File: config.mk
export PLATFORM = sky130hd
export DESIGN_NAME = seq_multiplier_flat
export DESIGN_NICKNAME = d
export VERILOG_FILES = /design/src/rtl/seq_multiplier_if.sv /design/src/rtl/seq_multiplier.sv /design/src/flat_wrapper.sv
export SDC_FILE = /design/constraint.sdc
export NUM_CORES = 1
export LEC_CHECK = 0
export CORE_ASPECT_RATIO = 0.9
export CORE_MARGIN = 5
export CORE_UTILIZATION = 58
export CTS_CLUSTER_SIZE = 28
export DETAILED_ROUTE_END_ITERATION = 8
export PLACE_DENSITY = 0.88
export SLEW_MARGIN = 30
export SYNTH_ARGS = -nofsm -noshare
export SYNTH_HDL_FRONTEND = slang
export SYNTH_SLANG_ARGS = --single-unit
File: constraint.sdc
create_clock -name clk_i -period 4.3 [get_ports clk_i]
set_clock_uncertainty 0.15 [all_clocks]
set_input_delay 0.86 -clock clk_i [delete_from_list [all_inputs] [get_ports clk_i]]
set_output_delay 0.86 -clock clk_i [all_outputs]
set_load 0.02 [all_outputs]
File: src/rtl/seq_multiplier_if.sv
// rtl/seq_multiplier_if.sv - operand/result bundle for the shift-add multiplier
//
// Signals:
//   start - request a new operation (sampled only while the multiplier is idle)
//   q     - 4-bit multiplier operand (quotient, unsigned)
//   b     - 4-bit multiplicand operand (divisor, unsigned)
//   r     - 4-bit addend operand (remainder, unsigned)
//   p     - 8-bit registered result Q*B+R
//   busy  - high while an operation is in progress
//   done  - one-cycle pulse when p carries a new result
// Modports:
//   master - requester side: drives start/q/b/r, observes p/busy/done
//   slave  - multiplier side: consumes start/q/b/r, drives p/busy/done
interface seq_multiplier_if;
  logic       start;
  logic [3:0] q;
  logic [3:0] b;
  logic [3:0] r;
  logic [7:0] p;
  logic       busy;
  logic       done;

  modport master (output start, q, b, r, input p, busy, done);
  modport slave  (input start, q, b, r, output p, busy, done);
endinterface

File: src/rtl/seq_multiplier.sv
// rtl/seq_multiplier.sv - 4-step shift-add multiplier computing P = Q*B + R
//
// Ports:
//   clk_i - system clock, all state updates on the rising edge
//   rst_i - asynchronous active-high reset
//   bus   - seq_multiplier_if.slave: start/q/b/r in, p/busy/done out
//
// An accepted request loads the accumulator with R, so the four shift-add
// steps finish with Q*B + R directly and no final add is needed.
module seq_multiplier (
  input  logic                  clk_i,
  input  logic                  rst_i,
  seq_multiplier_if.slave       bus
);

  typedef enum logic {
    IDLE = 1'b0,
    RUN  = 1'b1
  } state_t;

  state_t      state_q, state_d;
  logic [1:0]  step_q,  step_d;
  logic [7:0]  acc_q,   acc_d;
  logic [3:0]  mplr_q,  mplr_d;
  logic [7:0]  mcand_q, mcand_d;
  logic [7:0]  p_q,     p_d;
  logic        done_q,  done_d;
  logic [7:0]  acc_sum;

  always_ff @(posedge clk_i or posedge rst_i) begin
    if (rst_i) begin
      state_q <= IDLE;
      step_q  <= 2'd0;
      acc_q   <= 8'd0;
      mplr_q  <= 4'd0;
      mcand_q <= 8'd0;
      p_q     <= 8'd0;
      done_q  <= 1'b0;
    end else begin
      state_q <= state_d;
      step_q  <= step_d;
      acc_q   <= acc_d;
      mplr_q  <= mplr_d;
      mcand_q <= mcand_d;
      p_q     <= p_d;
      done_q  <= done_d;
    end
  end

  always_comb begin
    state_d = state_q;
    step_d  = step_q;
    acc_d   = acc_q;
    mplr_d  = mplr_q;
    mcand_d = mcand_q;
    p_d     = p_q;
    done_d  = 1'b0;
    // Partial product for this step; the largest possible total is 240,
    // so the 8-bit add never carries out.
    acc_sum = mplr_q[0] ? (acc_q + mcand_q) : acc_q;

    unique case (state_q)
      IDLE: begin
        if (bus.start) begin
          mplr_d  = bus.q;
          mcand_d = {4'd0, bus.b};
          acc_d   = {4'd0, bus.r};
          step_d  = 2'd0;
          state_d = RUN;
        end
      end
      RUN: begin
        acc_d   = acc_sum;
        mplr_d  = mplr_q >> 1;
        mcand_d = mcand_q << 1;
        step_d  = step_q + 2'd1;
        if (step_q == 2'd3) begin
          // Publish the sum including this last step's add.
          p_d     = acc_sum;
          done_d  = 1'b1;
          state_d = IDLE;
        end
      end
      default: state_d = IDLE;
    endcase
  end

  // Busy tracks RUN exactly: raised by the accepting edge, dropped by the
  // completing edge, which gives four busy cycles per operation.
  assign bus.p    = p_q;
  assign bus.busy = (state_q == RUN);
  assign bus.done = done_q;

endmodule

File: src/flat_wrapper.sv
// flat-port wrapper written by rule: the top's interface ports become plain ports
module seq_multiplier_flat 
  (clk_i, rst_i, bus_start, bus_q, bus_b, bus_r, bus_p, bus_busy, bus_done);
  seq_multiplier_if bus_i ();
  input  logic clk_i;
  input  logic rst_i;
  input wire logic [$bits(bus_i.start)-1:0] bus_start;
  input wire logic [$bits(bus_i.q)-1:0] bus_q;
  input wire logic [$bits(bus_i.b)-1:0] bus_b;
  input wire logic [$bits(bus_i.r)-1:0] bus_r;
  output wire logic [$bits(bus_i.p)-1:0] bus_p;
  output wire logic [$bits(bus_i.busy)-1:0] bus_busy;
  output wire logic [$bits(bus_i.done)-1:0] bus_done;
  assign bus_i.start = bus_start;
  assign bus_i.q = bus_q;
  assign bus_i.b = bus_b;
  assign bus_i.r = bus_r;
  assign bus_p = bus_i.p;
  assign bus_busy = bus_i.busy;
  assign bus_done = bus_i.done;
  seq_multiplier u_core (.clk_i(clk_i), .rst_i(rst_i), .bus(bus_i));
endmodule
# --- Word-level counts from Yosys, hierarchy flattened ---
# Index checks and enable logic that the tools add are counted.
op_classes:
  addsub: 2
  eq_ne: 2
  n_mux: 14
  n_bitwise: 1
  n_reduce_logical: 1
op_table:
  columns: ["operator", "n"]
  rows:
  - ["8-bit one-hot mux with 2 select lines", 2]
  - ["8-bit 2-to-1 mux", 3]
  - ["8-bit adder", 1]
  - ["4-bit one-hot mux with 2 select lines", 1]
  - ["1-bit 2-to-1 mux", 4]
  - ["4-bit 2-to-1 mux", 1]
  - ["2-bit one-hot mux with 2 select lines", 1]
  - ["2-bit by 1-bit adder with 2-bit output, second input constant", 1]
  - ["2-bit == test, second input constant", 1]
  - ["2-bit 2-to-1 mux", 1]
  - ["2-bit != test, second input constant", 1]
  - ["1-bit one-hot mux with 2 select lines", 1]
  - ["2-bit AND reduction", 1]
  - ["1-bit NOT", 1]
totals:
  register_bits: 32

# --- Depth between registers and ports, before layout ---
depth:
  word_depth: 3
  mapped_depth: 8
  depth_no_buf: 8

# --- Worst setup path after synthesis ---
# Ideal clock, no wire load.
synth_timing:
  kind: "register to register"
  startpoint: "reg u_core.mcand_q[0]"
  endpoint: "reg u_core.acc_q[6]"
  setup_ps: 122
  t_arrival_ps: 1901
  t_required_ps: 4028
  setup_slack_ps: 2127
  path_stages_with_launch: 9
  n_path_buf: 0
  cell_sequence: "dfrtp_1 -> ha_1 -> inv_1 -> fa_1 -> nor2b_4 -> o31a_1 -> o21a_1 -> or3_1 -> a32o_1"
synth_via:
  elab_chain_cells: 3
synth_rtl:
  columns: ["element", "line_no", "text"]
  rows:
  - ["from (decl)", "seq_multiplier.sv:25", "logic [7:0] mcand_q, mcand_d;"]
  - ["from (signal assigned)", "seq_multiplier.sv:44", "mcand_q <= mcand_d;"]
  - ["8-bit adder", "seq_multiplier.sv:60", "acc_sum = mplr_q[0] ? (acc_q + mcand_q) : acc_q;"]
  - ["8-bit 2-to-1 mux", "seq_multiplier.sv:60", null]
  - ["8-bit one-hot mux with 2 select lines", "seq_multiplier.sv:62", "unique case (state_q)"]
  - ["to (signal assigned)", "seq_multiplier.sv:34", "acc_q <= 8'd0;"]
  - ["to (signal assigned)", "seq_multiplier.sv:42", "acc_q <= acc_d;"]
  - ["to (decl)", "seq_multiplier.sv:23", "logic [7:0] acc_q, acc_d;"]
# Every way passes these cells.
# A chain may end at the register's enable or synchronous reset.

# --- Worst setup path in the final report ---
layout_timing:
  startpoint: "reg u_core.state_q, in the netlist u_core.bus.busy"
  endpoint: "out bus_busy"
layout_rtl:
  columns: ["element", "line_no", "text"]
  rows:
  - ["from (decl)", "seq_multiplier.sv:21", "state_t state_q, state_d;"]
  - ["from (signal assigned)", "seq_multiplier.sv:40", "state_q <= state_d;"]
  - ["to (decl)", "flat_wrapper.sv:12", "output wire logic [$bits(bus_i.busy)-1:0] bus_busy;"]
# No word-level cell between the ends.

==> impl_metrics.py <==
metrics = {
    "logic_synthesis": {
        "synth.net_count": 200,
        "syn-mean-instance-area_um2": 9.761,
        "synthFlopType": "dfrtp_1",
        "yosys.area.top_type": "dfrtp_1",
        "ys_top_cells_by_area": "dfrtp_1 47%, mux2i_1 7.6%, o21ai_0 6.4%, nand2_1 6.3%, ha_1 5.8%",
        "yosys_warnings": 0,
        "ys_seq_area_share_pct": 46.61,
        "syn_inst": 176,
        "syn-cell-area_um2": 1718,
        "synth_cell_types": 36,
        "async_flop_share_pct": 100.0,
        "yosysTopAreaCellShare_pct": 46.61,
        "ys_ff_latch": 32,
        "synth_edf_count": 0,
    },
    "sta": {
        "setup_violations": 0,
        "finalHoldViolations": 0,
        "holdWs_ns": 0.3386,
        "rsz0062_at_grt": "false",
        "post-route-period-util_pct": 69.06,
        "period_needed_ns": 2.970,
        "tightest_slew_ns": 0.8008,
        "maxSlewHeadroom_pct": 46.62,
        "drv_slew": 0,
        "fmax_mhz": 336.8,
        "setup_tns_ns": 0,
    },
    "cells_and_area": {
        "multi_input_area_um2": 860.8,
        "layout-drive-gt1-share_pct": 6.468,
        "final_cell_mix": "32 x dfrtp_1, 29 x nand2_1, 24 x clkdlybuf4s50_1, 22 x o21ai_0, 13 x mux2i_1",
        "n_fill_cell": 224,
        "regArea_um2": 800.8,
        "syn2layout_area_growth_pct": 21.12,
        "fin_nets": 224,
        "insertedDiodeCount": 0,
        "final_common_cell": "dfrtp_1",
    },
    "global_routing": {
        "grt_max_degree": 33,
        "grt-ovfl-total": 0,
        "grt_pass1_vias": 1393,
        "antenna_found_initial": 0,
        "grt_usage_pct": 20.71,
        "grt_pass1_wl_mm": 6.292,
    },
    "cts": {
        "insertion_delay_ns": 0.33,
        "cts.clk_slew.worst_paths_ns": 0.10,
        "clockBufferDepth": 2,
        "numCtsBuffers": 5,
        "cts.sinks": 32,
        "cts_tree": "done",
        "htreeDepth": 2,
        "cts_root_buffer": "clkbuf_4",
        "cts_hold_buf": 0,
        "ctsResizeCount": 0,
        "cts_setup_buffers": 0,
    },
    "power": {
        "clock_power_share_pct": 18.8,
        "p_comb_share_pct": 42.0,
        "p_sw_mw": 0.5248,
        "p_per_area_nw_per_um2": 659.3,
        "p_int_mw": 0.8472,
        "p_sw_share_pct": 38.25,
        "p_leak_nw": 0.9368,
        "finalPower_mw": 1.372,
        "irDropWorstVdd_v": 0.0004384,
        "p_seq_share_pct": 39.2,
    },
    "critical_path": {
        "r2r_end": "u_core.bus.p[6]",
        "path_delay_family": "flip-flops",
        "path_class": "reg2out",
        "end_kind": "primary output",
        "cp.required_ns": 3.29,
        "r2r_setup_slack_ns": 1.89,
        "crit_path_end": "bus_busy",
        "cpPeakStageDelay_ns": 0.88,
        "critPathLaunchType": "register",
        "rr_worst_depth": 3,
        "slowest_stage": "dfrtp_1",
        "cp.depth": 1,
        "worst_r2r_startpoint": "u_core.bus.busy",
        "path_cells": "clkdlybuf4s50_1",
        "cp_max_fo": 32,
        "critPathBufInv": 1,
        "crit_start": "u_core.bus.busy",
        "arrival_ns": 1.96,
    },
    "placement": {
        "gp_congestion": 0.9387,
        "dp_hpwl_mm": 2.606,
        "port_buffers": 24,
    },
    "detailed_routing": {
        "drt_iter0_drc": 41,
        "dr.pass1.iters": 4,
        "drc": 0,
        "wirelength_mm": 3.543,
        "wl_per_cell_um": 14.70,
        "num_vias": 1378,
        "viasPerCell": 5.718,
        "drt.antenna.violating_nets": 0,
    },
    "floorplanning": {
        "die_area_um2": 4152,
        "io_pins": 25,
        "core_area_um2": 2793,
        "start_util_pct": 61.51,
        "dieHeight_um": 61.63,
        "dieWidth_um": 67.37,
        "rows": 18,
    },
    "min_path": {
        "hp-class": "reg2reg",
    },
    "flow_run": {
        "maxCapViolations": 0,
    },
    "status": {
        "status": "finished, final reports clean",
    },
}
## worst min-delay path by stage
stage	start	endpoint	slack, ns	depth (start not counted)
after floorplan	u_core.mplr_q[3]	u_core.mplr_q[2]	0.30	2
after global placement	u_core.bus.p[1]	u_core.bus.p[1]	0.31	2
after CTS	u_core.bus.p[1]	u_core.bus.p[1]	0.35	2
final	u_core.bus.p[1]	u_core.bus.p[1]	0.34	2
after detailed placement	u_core.bus.p[3]	u_core.bus.p[3]	0.32	2
after global routing	u_core.mplr_q[1]	u_core.mplr_q[0]	0.39	2
## cell usage after synthesis (3+ instances only)
cell      count
nand2_1      29
nand2b_1      4
nor3_1        3
nor2_1        5
buf_1         3
mux2i_1      13
ha_1          8
a22oi_1       3
a21oi_1       5
dfrtp_1      32
xnor2_1       3
o21ai_0      22
a22o_1        4
o21a_1        3
inv_1         7
clkbuf_1      5
## power groups by stage
stage / clock [mW] / combinational (mW) / sequential [mW]
3_3_place_gp: 0 / 0.558 / 0.532
2_1_floorplan: 0 / 0.409 / 0.526
5_1_grt: 0.275 / 0.656 / 0.554
3_5_place_dp: 0 / 0.578 / 0.541
4_1_cts: 0.263 / 0.580 / 0.536
6_report: 0.258 / 0.577 / 0.537
## kinds of logic after synthesis
kind of cell,Yosys count,synth area share (%)
xor gates and xnor gates,3,1.530
DFF,32,46.61
and+or+nand+nor,56,15.95
AOI/OAI and AO/OA,47,17.41
buffers and inverters,15,3.278
muxes,14,8.230
adders and majority gates,9,6.992
## per-layer routing
layer,share of wire [%],vias up,track usage [%]
met4,1.4,0,8.092
met5,0,-,0
met2,49,33,34.17
met1,45,671,25.79
li1,-,669,-
met3,4.5,5,6.204
## worst min-delay path, cell delays in order, from the launching register on
cell and delay (ns):
dfrtp_1 0.36, nand2_1 0.04, o21ai_0 0.06
## registers in the layout (all words and copies together), names as in the netlist
name / cells
u_core.mplr_q: 4
u_core.step_q: 2
u_core.acc_q: 8
u_core.bus.done: 1
u_core.bus.busy: 1
u_core.mcand_q: 8
u_core.bus.p: 8
## final cells by class
type / count / area share (%)
Multi-Input combinational cell: 129 / 41.37
Sequential cell: 32 / 38.48
Clock buffer: 7 / 3.127
Timing Repair Buffer: 25 / 11.91
Tap cell: 40 / 2.405
Inverter: 7 / 1.263
Clock inverter: 1 / 1.443
## metrics by stage
step / setup slack (ns) / area [um^2] / util (%) / cells
2_1_floorplan: 2.127 / 1718 / - / 176
3_3_place_gp: 1.456 / 1986 / 71.10 / 233
3_5_place_dp: 1.389 / 1986 / 71.10 / 233
4_1_cts: 1.314 / 2081 / 74.51 / 241
5_1_grt: 1.175 / 2081 / 74.51 / 241
6_report: 1.330 / 2081 / 74.51 / 241
Power figures use the tool's default switching activity.
